$ cat src/rtl/mem_arbiter.sv
// Single-port memory arbiter between the fetch and data requesters.
// Data has priority; a starvation counter forces a fetch after STARVE_MAX data wins.
module mem_arbiter #(
  parameter int STARVE_MAX = 4
) (
  input  logic        clk,
  input  logic        reset,
  input  logic        if_req,
  input  logic [31:0] if_addr,
  output logic [31:0] if_rdata,
  output logic        if_ack,
  input  logic        dm_req,
  input  logic        dm_we,
  input  logic [31:0] dm_addr,
  input  logic [31:0] dm_wdata,
  input  logic [3:0]  dm_be,
  output logic [31:0] dm_rdata,
  output logic        dm_ack,
  output logic        mem_req,
  output logic        mem_we,
  output logic [31:0] mem_addr,
  output logic [31:0] mem_wdata,
  output logic [3:0]  mem_be,
  input  logic        mem_gnt,
  input  logic        mem_rvalid,
  input  logic [31:0] mem_rdata,
  output logic        stall_if,
  output logic        stall_mem
);

  typedef enum logic [1:0] {IDLE, ISSUE, WAIT, RESP} state_t;

  state_t     state;
  logic       owner;        // 0 = fetch, 1 = data
  logic [3:0] starve_cnt;
  logic       pick_fetch;

  assign pick_fetch = if_req & (~dm_req | (starve_cnt == 4'(STARVE_MAX)));
  assign stall_if   = if_req & ~if_ack;
  assign stall_mem  = dm_req & ~dm_ack;

  always_ff @(posedge clk or negedge reset) begin
    if (!reset) begin
      state      <= IDLE;
      owner      <= 1'b0;
      starve_cnt <= '0;
      mem_req    <= 1'b0;
      mem_we     <= 1'b0;
      mem_addr   <= '0;
      mem_wdata  <= '0;
      mem_be     <= '0;
      if_ack     <= 1'b0;
      dm_ack     <= 1'b0;
      if_rdata   <= '0;
      dm_rdata   <= '0;
    end else begin
      if_ack <= 1'b0;
      dm_ack <= 1'b0;
      case (state)
        IDLE: begin
          if (if_req || dm_req) begin
            state   <= ISSUE;
            mem_req <= 1'b1;
            owner   <= ~pick_fetch;
            if (pick_fetch) begin
              mem_we     <= 1'b0;
              mem_addr   <= if_addr;
              mem_wdata  <= '0;
              mem_be     <= 4'hF;
              starve_cnt <= '0;
            end else begin
              mem_we    <= dm_we;
              mem_addr  <= dm_addr;
              mem_wdata <= dm_wdata;
              mem_be    <= dm_be;
              // data only wins a contested slot while the count is below the limit
              starve_cnt <= if_req ? starve_cnt + 4'd1 : 4'd0;
            end
          end
        end
        ISSUE: begin
          if (mem_gnt) begin
            mem_req <= 1'b0;
            state   <= WAIT;
          end
        end
        WAIT: begin
          if (mem_rvalid) begin
            state <= RESP;
            if (owner) begin
              dm_rdata <= mem_rdata;
              dm_ack   <= 1'b1;
            end else begin
              if_rdata <= mem_rdata;
              if_ack   <= 1'b1;
            end
          end
        end
        RESP:    state <= IDLE;
        default: state <= IDLE;
      endcase
    end
  end

endmodule

$ cat config.mk
export PLATFORM = sky130hd
export DESIGN_NAME = mem_arbiter
export DESIGN_NICKNAME = d
export VERILOG_FILES = /design/src/rtl/mem_arbiter.sv
export SDC_FILE = /design/constraint.sdc
export NUM_CORES = 1
export LEC_CHECK = 0
export ABC_AREA = 0
export CAP_MARGIN = 20
export CORE_ASPECT_RATIO = 1.2
export CORE_UTILIZATION = 41
export DETAILED_ROUTE_END_ITERATION = 8
export HOLD_SLACK_MARGIN = 0.12
export PLACE_DENSITY = 0.91
export SLEW_MARGIN = 20
export SYNTH_ARGS = -nofsm -noshare
export SYNTH_HDL_FRONTEND = slang
export SYNTH_SLANG_ARGS = --single-unit
export TNS_END_PERCENT = 1
$ cat constraint.sdc
create_clock -name clk -period 1.9 [get_ports clk]
set_clock_uncertainty 0.05 [all_clocks]
set_input_delay 0.19 -clock clk [delete_from_list [all_inputs] [get_ports clk]]
set_output_delay 0.19 -clock clk [all_outputs]
set_load 0.005 [all_outputs]
# == Word level (Yosys, flattened, before mapping) ==
# Index checks and enable logic that the tools add are counted.
# op_classes
bitwise_logic,9
reduce_logical,8
n_mux,19
add_sub_neg,1
n_eq_ne,7
# ops
operator,n
$mux W32,2
$mux W4,3
$reduce_and A3 Y1,4
$mux W1,9
$pmux W2 S4,1
$mux W2,3
$ne A2 B2 Y1 const B,3
$not A1 Y1,5
$add A4 B1 Y4 const B,1
$eq A2 B2 Y1 const B,2
$eq A4 B3 Y1 const B,1
$and A1 B1 Y1,3
$eq A2 B1 Y1 const B,1
$logic_not A2 Y1,1
$pmux W1 S2,1
$reduce_and A2 Y1,1
$reduce_bool A2 Y1,1
$logic_or A1 B1 Y1,1
$or A1 B1 Y1,1
# totals
elab_cells,56
register_bits,143
inputBits,139
out_inout_bits,138

# == Depth between registers and ports, before layout ==
# Gate-level depths: netlist of the first run.
# depth
depth_word,4
depth_mapped,7

# == Least setup slack after synthesis of the first run ==
# Ideal clock, no wire load.
# synth_timing
path_kind,register to register
start,register starve_cnt[0]
end,register mem_wdata[27]
path_buffers,2
stages_incl_launch_ff,8
period_less_slack_ps,1572
setup_time_ps,121
path_slack_ps,328
arrival_time_ps,1401
cell_sequence,dfrtp_1 > inv_1 > ha_1 > nand4b_4 > and3_4 > buf_6 > buf_6 > a22o_1
# synth_via
elab_chain_len,4
# synth_rtl
item,line_no,source
"start, declared",35,logic [3:0] starve_cnt;
"start signal, assigned",77,starve_cnt <= if_req ? starve_cnt + 4'd1 : 4'd0;
$eq A4 B3 Y1,38,assign pick_fetch = if_req & (~dm_req | (starve_cnt == 4'(STARVE_MAX)));
$or A1 B1 Y1,38,
$and A1 B1 Y1,38,
$mux W32,65,if (pick_fetch) begin
"end signal, assigned",74,mem_wdata <= dm_wdata;
"end, declared",22,"output logic [31:0] mem_wdata,"
# No other way between the ends.
# A chain may end at the register's enable or synchronous reset.

# == Final worst setup path of the first run ==
# layout_timing
start,input dm_req
end,output stall_mem
# layout_via
elab_chain_len,1
# layout_rtl
item,line_no,source
"start, declared",12,"input logic dm_req,"
$and A1 B1 Y1,40,assign stall_mem = dm_req & ~dm_ack;
"end, declared",28,output logic stall_mem
# No other way between the ends.

==> flow_summary.ini, run 1 <==
[worst_setup_path]
critPathMostFrequentCell = clkdlybuf4s50_1
crit_path_start = dm_req
critPathMaxStageDelay_ns = 0.52
timing.critical_path.from_type = primary input
crit_required_ns = 1.66
critPathMaxFanout = 9
arrival_time_of_data_at_the_critical_path_endpoint_ns = 1.56
timing.critical_path.max_delay_family = buffers and inverters
worstSetupEndpointType = primary output
reg2reg_from = state[0]
timing.critical_path.cells = clkdlybuf4s50_1 > buf_4 > inv_2 > nor2_1 > clkdlybuf4s50_1
worstPathBufferInverterCount = 4
worst-setup-path-type = in2out
worst_path_max_delay_cell = clkdlybuf4s50_1

[power_and_ir_drop]
p_int_mw = 10.25
clock_power_share_pct = 22.0
design_power_total_mw = 14.64
max-vdd-ir-drop_uv = 878.9
power_switching_share_pct = 30.02
power_leakage_nw = 3.955
netSwitchingPower_mw = 4.396
power.density_cell_area_nw_per_um2 = 1554
power_frac_comb_pct = 42.0
seq_power_share_pct = 35.9

[clocking]
max-clock-path-buffers = 2
cts.htree.levels = 4
postCtsSetupBuffers = 0
cts_root_buf = clkbuf_16
clkSinkCount = 143
insertion_delay_ns = 0.41
cts-buffers-inserted = 17
cts.reportedPaths.clkPinSlew_ns = 0.06
tritoncts_clock_tree = yes

[detailed_routing]
number_of_detailed_routing_iterations_run_before_antenna_repair = 7
drc = 41
num_vias = 4893
met3_length_um = 1424
drt-wirelength-per-cell_um = 19.02
m1WireLength_um = 6336
route.final.wire_length_um = 17380
drt_first_iter_violations = 385
route.met2.wl_um = 8968
highest_layer = met4
residual_antenna_violating_net_count_after_detailed_routing = 0
via_per_inst = 5.353

[sta]
rsz0062_at_grt = false
layout_setup_ws_ns = 0.09946
fin_tns_setup_ns = 0
report.final.hold_viol_count = 0
final_period_utilization_pct = 94.77
worst-slew-pin-transition_ns = 0.3693
timing_max_transition_violations_final = 0
maxSlewHeadroom_pct = 75.38
setup_viol_count_final = 0
achievable-frequency_mhz = 555.4
timing.final.crit_period_ns = 1.801

[logic_synthesis]
synth_area_per_cell_um2 = 12.78
cells_taking_the_most_area_after_synthesis = dfrtp_1 (61%), mux2_1 (13%), a22o_1 (4.9%)
netlist-cell-type-count = 34
synth-edff-count = 0
synth_most_common_cell = dfrtp_1
ys_async_sr_fraction_pct = 100.0
synth_area_um2 = 5842
synth.yosys.warnings = 0
synth_fp_nets = 601
postSynthCellCount = 457
yosys_register_bits = 143
post-synth-top-area-cell = dfrtp_1
yosysSeqAreaShare_pct = 61.26
ys_top_cells_by_count = dfrtp_1 (143), nand2_1 (68), mux2_1 (65)
yosysTopAreaCellShare_pct = 61.26
synth_top_flop_cell = dfrtp_1

[floorplanning]
design.die.area_um2 = 14730
placementRows = 47
floorplan.initialDensity_pct = 42.09
dieHeight_um = 132.8
fp.coreArea_um2 = 13880
chipWidth_um = 111.0
boundaryPins = 277

[global_routing]
grt_max_degree = 65
grt_pass1_wl_um = 28120
gr-usage-all-layers_pct = 24.65
grt_overflow_total = 0
via_count_of_the_first_global_routing_pass = 5339
grt_antenna_before_repair = 0

[finish]
postLayoutCoreUtil_pct = 67.91
fraction_of_layout_instances_using_a_drive_strength_above_1_pct = 7.268
area_growth_syn_to_layout_pct = 61.34
insertedDiodeCount = 0
filler_cell_count = 984
finalNetCount = 875

[run]
timing.max_cap.violations = 0

[placed_design]
dp_hpwl_um = 12480
globalplace.congestion = 0.8115
dpl_worst_slack_ns = -0.03963
numPortBuffers = 276

[outcome]
run_status = finished with violations
violations = DRC

[worst_hold_path]
min-delay-path-class = in2async
[layout by cell type (no fill, tap or decap), types with 9 or more instances in the layout]
cell / synthesis / routed
nand2_1: 68 / 68
mux2_1: 65 / 65
a22o_1: 33 / 33
clkbuf_16: 0 / 17
dfrtp_1: 143 / 143
inv_1: 9 / 9
nand4_1: 32 / 32
clkdlybuf4s50_1: 0 / 275
o211ai_1: 32 / 32
[power by group through the flow]
stage / Combinational, mW / Sequential (mW) / Clock [mW]
detailed placement: 6.17 / 5.29 / 0
floorplan: 2.25 / 5.30 / 0
CTS: 6.21 / 5.27 / 3.29
finish: 6.15 / 5.26 / 3.23
global placement: 5.89 / 5.20 / 0
global route: 6.62 / 5.43 / 3.43
[state kept, by name, summed over array words and instances, names as in the netlist]
register and flops:
state 2, if_ack 1, mem_be 4, mem_wdata 32
if_rdata 32, starve_cnt 4, dm_ack 1, mem_req 1
mem_we 1, mem_addr 32, dm_rdata 32, owner 1
[per-stage QoR]
step | std cells | hold WS, ns | instance area [µm²]
2_1_floorplan | 457 | -0.1556 | 5842
3_3_place_gp | 882 | -0.01126 | 8835
3_5_place_dp | 882 | -0.006045 | 8835
4_1_cts | 914 | 0.1319 | 9420
5_1_grt | 914 | 0.1419 | 9425
6_report | 914 | 0.1369 | 9425
[worst register-to-register path: cells and delay by family (launching register included)]
family	cells	cell delay (ns)
flip-flops	1	0.40
AO/OA/AOI/OAI	1	0.23
buffers and inverters	2	0.41
AND/OR/NAND/NOR	1	0.20
adder cells (fa/ha/maj)	1	0.31
[repair_timing]
| action | in CTS | in global routing |
|---|---|---|
| endpoints found under the hold margin | 143 | 0 |
| gates resized for setup | 1 | 1 |
| hold buffers | 1 | 0 |
| pin swaps | 0 | 0 |
| setup endpoints to repair | 4 | 4 |
[path summary, 6_finish.rpt]
| path | cells past startpoint | slack [ns] | endpoint |
|---|---|---|---|
| setup reg to reg | 5 | 0.20 | mem_be[0] |
| hold reg to reg | 1 | 0.44 | if_rdata[1] |
| hold / removal | 2 | 0.14 | mem_wdata[27] |
| max in group asynchronous | 3 | 1.07 | dm_rdata[8] |
| min in group clk | 3 | 0.30 | mem_addr[29] |
| setup / recovery | 5 | 0.1 | stall_mem |
[metal layers]
metal,vias up,GRT usage (%)
met1,2377,26.80
li1,2199,-
met2,264,43.01
met3,53,7.833
met4,0,12.79
met5,-,0
[final cells by class]
class	count	area [µm²]	share of cell area, %
clock buffer	20	456.7	4.845
clock inverter	11	116.4	1.235
inverter	10	37.54	0.3982
multi-input combinational	268	2056	21.81
sequential	143	3578	37.97
tap	171	214.0	2.270
timing repair buffer	291	2967	31.47
[logic make-up after synthesis]
kind of cell,after synthesis,synth area share [%]
simple gates,114,9.552
buf+inv,46,3.898
xor+xnor,1,0.1500
flops,143,61.26
fa+ha+maj,5,1.071
compound gates,83,11.54
mux,65,12.53
Note: power is estimated with default switching activity, not from simulation.
==> inputs of run 2 (changes only) <==
--- a/config.mk
+++ b/config.mk
@@ -11,8 +11,7 @@
 export CORE_UTILIZATION = 41
 export DETAILED_ROUTE_END_ITERATION = 8
 export HOLD_SLACK_MARGIN = 0.12
-export PLACE_DENSITY = 0.91
-export SLEW_MARGIN = 20
+export PLACE_DENSITY = 0.89
 export SYNTH_ARGS = -nofsm -noshare
 export SYNTH_HDL_FRONTEND = slang
 export SYNTH_SLANG_ARGS = --single-unit
==> run 2 against run 1 <==
The flow still finishes with violations (DRC). Sequential power hardly changed. Utilization grew 0.14 points. Register-to-register slack worse by 0.06 ns. Critical path type is now reg2reg. Largest power group unchanged. Highest routed layer unchanged.
==> flow_summary.ini, run 2 (synthesis results as in run 1) <==
[outcome]
run_status = finished with violations
violations = DRC

[worst_hold_path]
min-delay-path-class = in2async

[sta]
final_period_utilization_pct = 92.38
report.final.hold_viol_count = 0
achievable-frequency_mhz = 569.7
maxSlewHeadroom_pct = 65.64
timing.final.crit_period_ns = 1.755
fin_tns_setup_ns = 0
rsz0062_at_grt = false
timing_max_transition_violations_final = 0
worst-slew-pin-transition_ns = 0.5154
layout_setup_ws_ns = 0.1448
setup_viol_count_final = 0
hold_slack_ns = 0.2598

[floorplanning]
chipWidth_um = 111.0
boundaryPins = 277
design.die.area_um2 = 14730
fp.coreArea_um2 = 13880
floorplan.initialDensity_pct = 42.09
placementRows = 47
dieHeight_um = 132.8

[detailed_routing]
route.final.wire_length_um = 17350
number_of_detailed_routing_iterations_run_before_antenna_repair = 8
drt_first_iter_violations = 356
drc = 44
via_per_inst = 5.385
drt-wirelength-per-cell_um = 18.86
num_vias = 4954
residual_antenna_violating_net_count_after_detailed_routing = 0

[clocking]
cts.reportedPaths.clkPinSlew_ns = 0.06
cts.htree.levels = 4
cts_root_buf = clkbuf_16
max-clock-path-buffers = 2
postCtsSetupBuffers = 0
cts-buffers-inserted = 17
tritoncts_clock_tree = yes
insertion_delay_ns = 0.41
clkSinkCount = 143

[global_routing]
grt_overflow_total = 0
via_count_of_the_first_global_routing_pass = 5348
grt_max_degree = 54
grt_antenna_before_repair = 0
grt_pass1_wl_um = 27900
gr-usage-all-layers_pct = 24.37

[worst_setup_path]
crit_path_start = state[0]
worst-setup-path-type = reg2reg
worst_path_max_delay_cell = dfrtp_1
worst-r2r-setup-slack_ns = 0.14
worstSetupEndpointType = register
reg2reg_from = state[0]
critPathMaxFanout = 16
arrival_time_of_data_at_the_critical_path_endpoint_ns = 2.00
critPathMaxStageDelay_ns = 0.39
timing.critical_path.from_type = register
crit_required_ns = 2.14
worst-r2r-cell-count = 5
worst_r2r_dst = mem_be[3]
timing.critical_path.cells = inv_1 > ha_2 > buf_4 > nand3_1 > o22a_1

[power_and_ir_drop]
power_leakage_nw = 3.971
max-vdd-ir-drop_uv = 934.1
design_power_total_mw = 14.69
power.density_cell_area_nw_per_um2 = 1556

[run]
timing.max_cap.violations = 0

[finish]
stdcell_area_um2 = 9444
postLayoutCoreUtil_pct = 68.05
finalNonFillerCells = 920
layout.cells.most_common = clkdlybuf4s50_1
finalNetCount = 880
area_growth_syn_to_layout_pct = 61.66
fraction_of_layout_instances_using_a_drive_strength_above_1_pct = 7.877
filler_cell_count = 987
insertedDiodeCount = 0
final_cell_mix = clkdlybuf4s50_1 (275), dfrtp_1 (143), nand2_1 (68)

[placed_design]
place_area_um2 = 8837
dpl_worst_slack_ns = 0.001336
dp_hpwl_um = 12660
numPortBuffers = 276
globalplace.congestion = 0.8729
dpl.cell_count = 887
==> run 2: how the worst max path moves through the flow <==
stage,endpoint,slack [ns],cells after the start
final,mem_be[3],0.14,5
after global routing,mem_be[3],0.02,5
after CTS,mem_be[3],0.11,5
after detailed placement,mem_addr[9],0.001,6
after global placement,mem_wdata[14],0.12,5
after floorplan,mem_wdata[27],0.33,7
==> run 2: final cells by class <==
| cell class | instances | area, µm² | share of cell area (%) |
|---|---|---|---|
| sequential | 143 | 3578 | 37.89 |
| timing repair buffer | 296 | 2967 | 31.41 |
| multi-input combinational | 268 | 2051 | 21.71 |
| clock buffer | 18 | 429.2 | 4.544 |
| tap | 171 | 214.0 | 2.265 |
| clock inverter | 14 | 167.7 | 1.775 |
| inverter | 10 | 37.54 | 0.3975 |
==> run 2: worst max-delay path: cells and delay by family (launching register included) <==
kind / cells / cell delay, ns
buffers and inverters: 2 / 0.38
and+or+nand+nor: 1 / 0.23
AOI/OAI and AO/OA: 1 / 0.25
adders and majority gates: 1 / 0.35
DFF: 1 / 0.39
==> run 2: power by group <==
| group | internal (mW) | total (mW) | switching [mW] |
|---|---|---|---|
| Sequential | 4.46 | 5.26 | 0.798 |
| Combinational | 3.77 | 6.09 | 2.33 |
| Clock | 2.06 | 3.34 | 1.28 |
| Total | 10.3 | 14.7 | 4.40 |
==> run 2: what timing repair did <==
item	in CTS	in global routing
hold buffers	1	0
hold endpoints to repair	143	0
resized for setup	0	0
==> run 2: routing by layer <==
metal / up-vias / track usage, % / wire [µm]
li1: 2217 / - / -
met1: 2444 / 26.14 / 6207
met2: 257 / 43.08 / 9146
met3: 36 / 8.566 / 1575
met4: 0 / 11.04 / 421
met5: - / 0 / 0
==> inputs of run 3 (changes only) <==
--- a/config.mk
+++ b/config.mk
@@ -6,7 +6,8 @@
 export NUM_CORES = 1
 export LEC_CHECK = 0
 export ABC_AREA = 0
-export CAP_MARGIN = 20
+export ABC_CLOCK_PERIOD_IN_PS = 1900
+export CAP_MARGIN = 5
 export CORE_ASPECT_RATIO = 1.2
 export CORE_UTILIZATION = 41
 export DETAILED_ROUTE_END_ITERATION = 8
==> constraint.sdc (replaced) <==
create_clock -name clk -period 1.9 [get_ports clk]
set_clock_uncertainty 0.05 [all_clocks]
set_input_delay 0.57 -clock clk [delete_from_list [all_inputs] [get_ports clk]]
set_output_delay 0.57 -clock clk [all_outputs]
set_load 0.005 [all_outputs]
==> run 3 against run 2 <==
The run still ends with DRC left. Combinational power is 11% lower. Via count is 0.28% higher. Flip-flop and latch count stayed put. Global-route usage hardly changed. Routed wire length is 1.7% higher. Cell count is 0.22% higher. Hold slack better by 0.17 ns. Power is 5.6% lower. Critical path type is now in2out. Largest power group unchanged. Sequential power is 1% lower. Register-to-register slack worse by 0.02 ns.
==> flow_summary.ini, run 3 (synthesis results as in run 1) <==
[detailed_routing]
drc = 42
drt_first_iter_violations = 398
via_per_inst = 5.388
residual_antenna_violating_net_count_after_detailed_routing = 0
num_vias = 4968
number_of_detailed_routing_iterations_run_before_antenna_repair = 7
drt-wirelength-per-cell_um = 19.14
route.final.wire_length_um = 17650

[floorplanning]
boundaryPins = 277
fp.coreArea_um2 = 13880
dieHeight_um = 132.8
design.die.area_um2 = 14730
placementRows = 47
floorplan.initialDensity_pct = 42.09
chipWidth_um = 111.0

[finish]
layout.cells.most_common = dfrtp_1
filler_cell_count = 1000
finalNetCount = 884
area_growth_syn_to_layout_pct = 61.79
stdcell_area_um2 = 9452
postLayoutCoreUtil_pct = 68.10
final_cell_mix = dfrtp_1 (143), clkdlybuf4s50_1 (135), dlygate4sd2_1 (106)
insertedDiodeCount = 0
fraction_of_layout_instances_using_a_drive_strength_above_1_pct = 8.522

[worst_setup_path]
worst_r2r_dst = mem_be[3]
timing.critical_path.from_type = primary input
worstPathBufferInverterCount = 3
crit_path_end = stall_mem
worst-r2r-cell-count = 6
worst-r2r-setup-slack_ns = 0.13
arrival_time_of_data_at_the_critical_path_endpoint_ns = 1.15
crit_path_start = dm_req
worstSetupEndpointType = primary output
reg2reg_from = starve_cnt[0]
critPathMaxFanout = 2
crit_required_ns = 1.28
worst_path_max_delay_cell = dlygate4sd2_1
cp.depth = 4
timing.critical_path.max_delay_family = buffers and inverters
worst-setup-path-type = in2out
critPathMaxStageDelay_ns = 0.24
timing.critical_path.cells = clkdlybuf4s15_2 > inv_2 > nor2_1 > dlygate4sd2_1

[placed_design]
dp_hpwl_um = 12990
place_area_um2 = 8917
numPortBuffers = 276
dpl_worst_slack_ns = -0.5327
globalplace.congestion = 0.8644

[power_and_ir_drop]
design_power_total_mw = 13.87
power_leakage_nw = 4.620
power.density_cell_area_nw_per_um2 = 1467
max-vdd-ir-drop_uv = 910.9

[sta]
report.final.hold_viol_count = 0
hold_slack_ns = 0.4322
final_period_utilization_pct = 93.28
layout_setup_ws_ns = 0.1278
maxSlewHeadroom_pct = 71.66
timing.final.crit_period_ns = 1.772
worst-slew-pin-transition_ns = 0.4252
rsz0062_at_grt = false
achievable-frequency_mhz = 564.3
timing_max_transition_violations_final = 0
setup_viol_count_final = 0

[clocking]
cts.htree.levels = 4
clkSinkCount = 143
insertion_delay_ns = 0.41
max-clock-path-buffers = 2
tritoncts_clock_tree = yes
cts-buffers-inserted = 17
cts_root_buf = clkbuf_16
cts.reportedPaths.clkPinSlew_ns = 0.06

[global_routing]
grt_overflow_total = 0
via_count_of_the_first_global_routing_pass = 5385
grt_antenna_before_repair = 0
grt_pass1_wl_um = 27880
grt_max_degree = 56
gr-usage-all-layers_pct = 24.38

[worst_hold_path]
min-delay-path-class = reg2reg

[outcome]
run_status = finished with violations
violations = DRC

[run]
timing.max_cap.violations = 0
-- run 3: changes by cell type in the layout (fill, tap and decap cells not counted), sizes merged --
cell           before  now
dlygate4sd2         0  106
clkdlybuf4s50     275  135
clkinv              7    4
clkbuf             18   20
clkdlybuf4s15       0    1
bufinv              3    2
inv                11   10
clkinvlp            3    4
buf                20   25
dlymetal6s2s        0   32
-- run 3: per-stage QoR --
stage	std cells	setup TNS, ns
final	922	0
after global placement	891	-29.18
after detailed placement	891	-33.65
after CTS	922	0
after floorplan	457	0
after global routing	922	0
-- run 3: worst register-to-register path: stages (launching register included) --
cell,delay (ns)
dfrtp_1,0.41
inv_1,0.06
ha_1,0.24
nand4b_4,0.18
buf_4,0.24
nand3_1,0.22
o22a_1,0.25
-- run 3: final cells by class --
type | count | area (µm²) | share of cell area [%]
inverters | 10 | 37.54 | 0.3971
repair buffers | 300 | 2990 | 31.64
well taps | 171 | 214.0 | 2.264
clock buffers | 20 | 466.7 | 4.938
clock inverters | 10 | 113.9 | 1.205
multi-input cells | 268 | 2051 | 21.70
flip-flops and latches | 143 | 3578 | 37.86
-- run 3: what timing repair did --
action                                  in CTS  in global routing
endpoints found under the setup margin     139                 32
resized for setup                          112                 32
buffers inserted                             0                  0
hold endpoints to repair                    13                  0
hold buffers                                 1                  0
-- run 3: worst min path at each step --
stage                     slack, ns  depth (start not counted)          from           end
final                          0.43                          1   dm_rdata[1]   dm_rdata[1]
after floorplan                0.22                          0         reset        dm_ack
after global placement         0.36                          1         reset  mem_addr[13]
after global routing           0.44                          1  if_rdata[31]  if_rdata[31]
after CTS                      0.44                          1  if_rdata[31]  if_rdata[31]
after detailed placement       0.36                          1         reset  mem_addr[14]
-- run 3: per-layer routing --
layer	global-route usage (%)	part of all wire, %	up-vias
li1	-	-	2224
met1	25.99	36	2432
met2	43.15	52	264
met3	9.391	9.1	48
met4	9.893	2.8	0
met5	0	0	-
-- run 3: report_power, final --
| group | internal [mW] | switching [mW] | total, mW |
|---|---|---|---|
| sequential | 4.46 | 0.749 | 5.21 |
| combinational | 3.05 | 2.37 | 5.41 |
| clock | 2.02 | 1.23 | 3.25 |
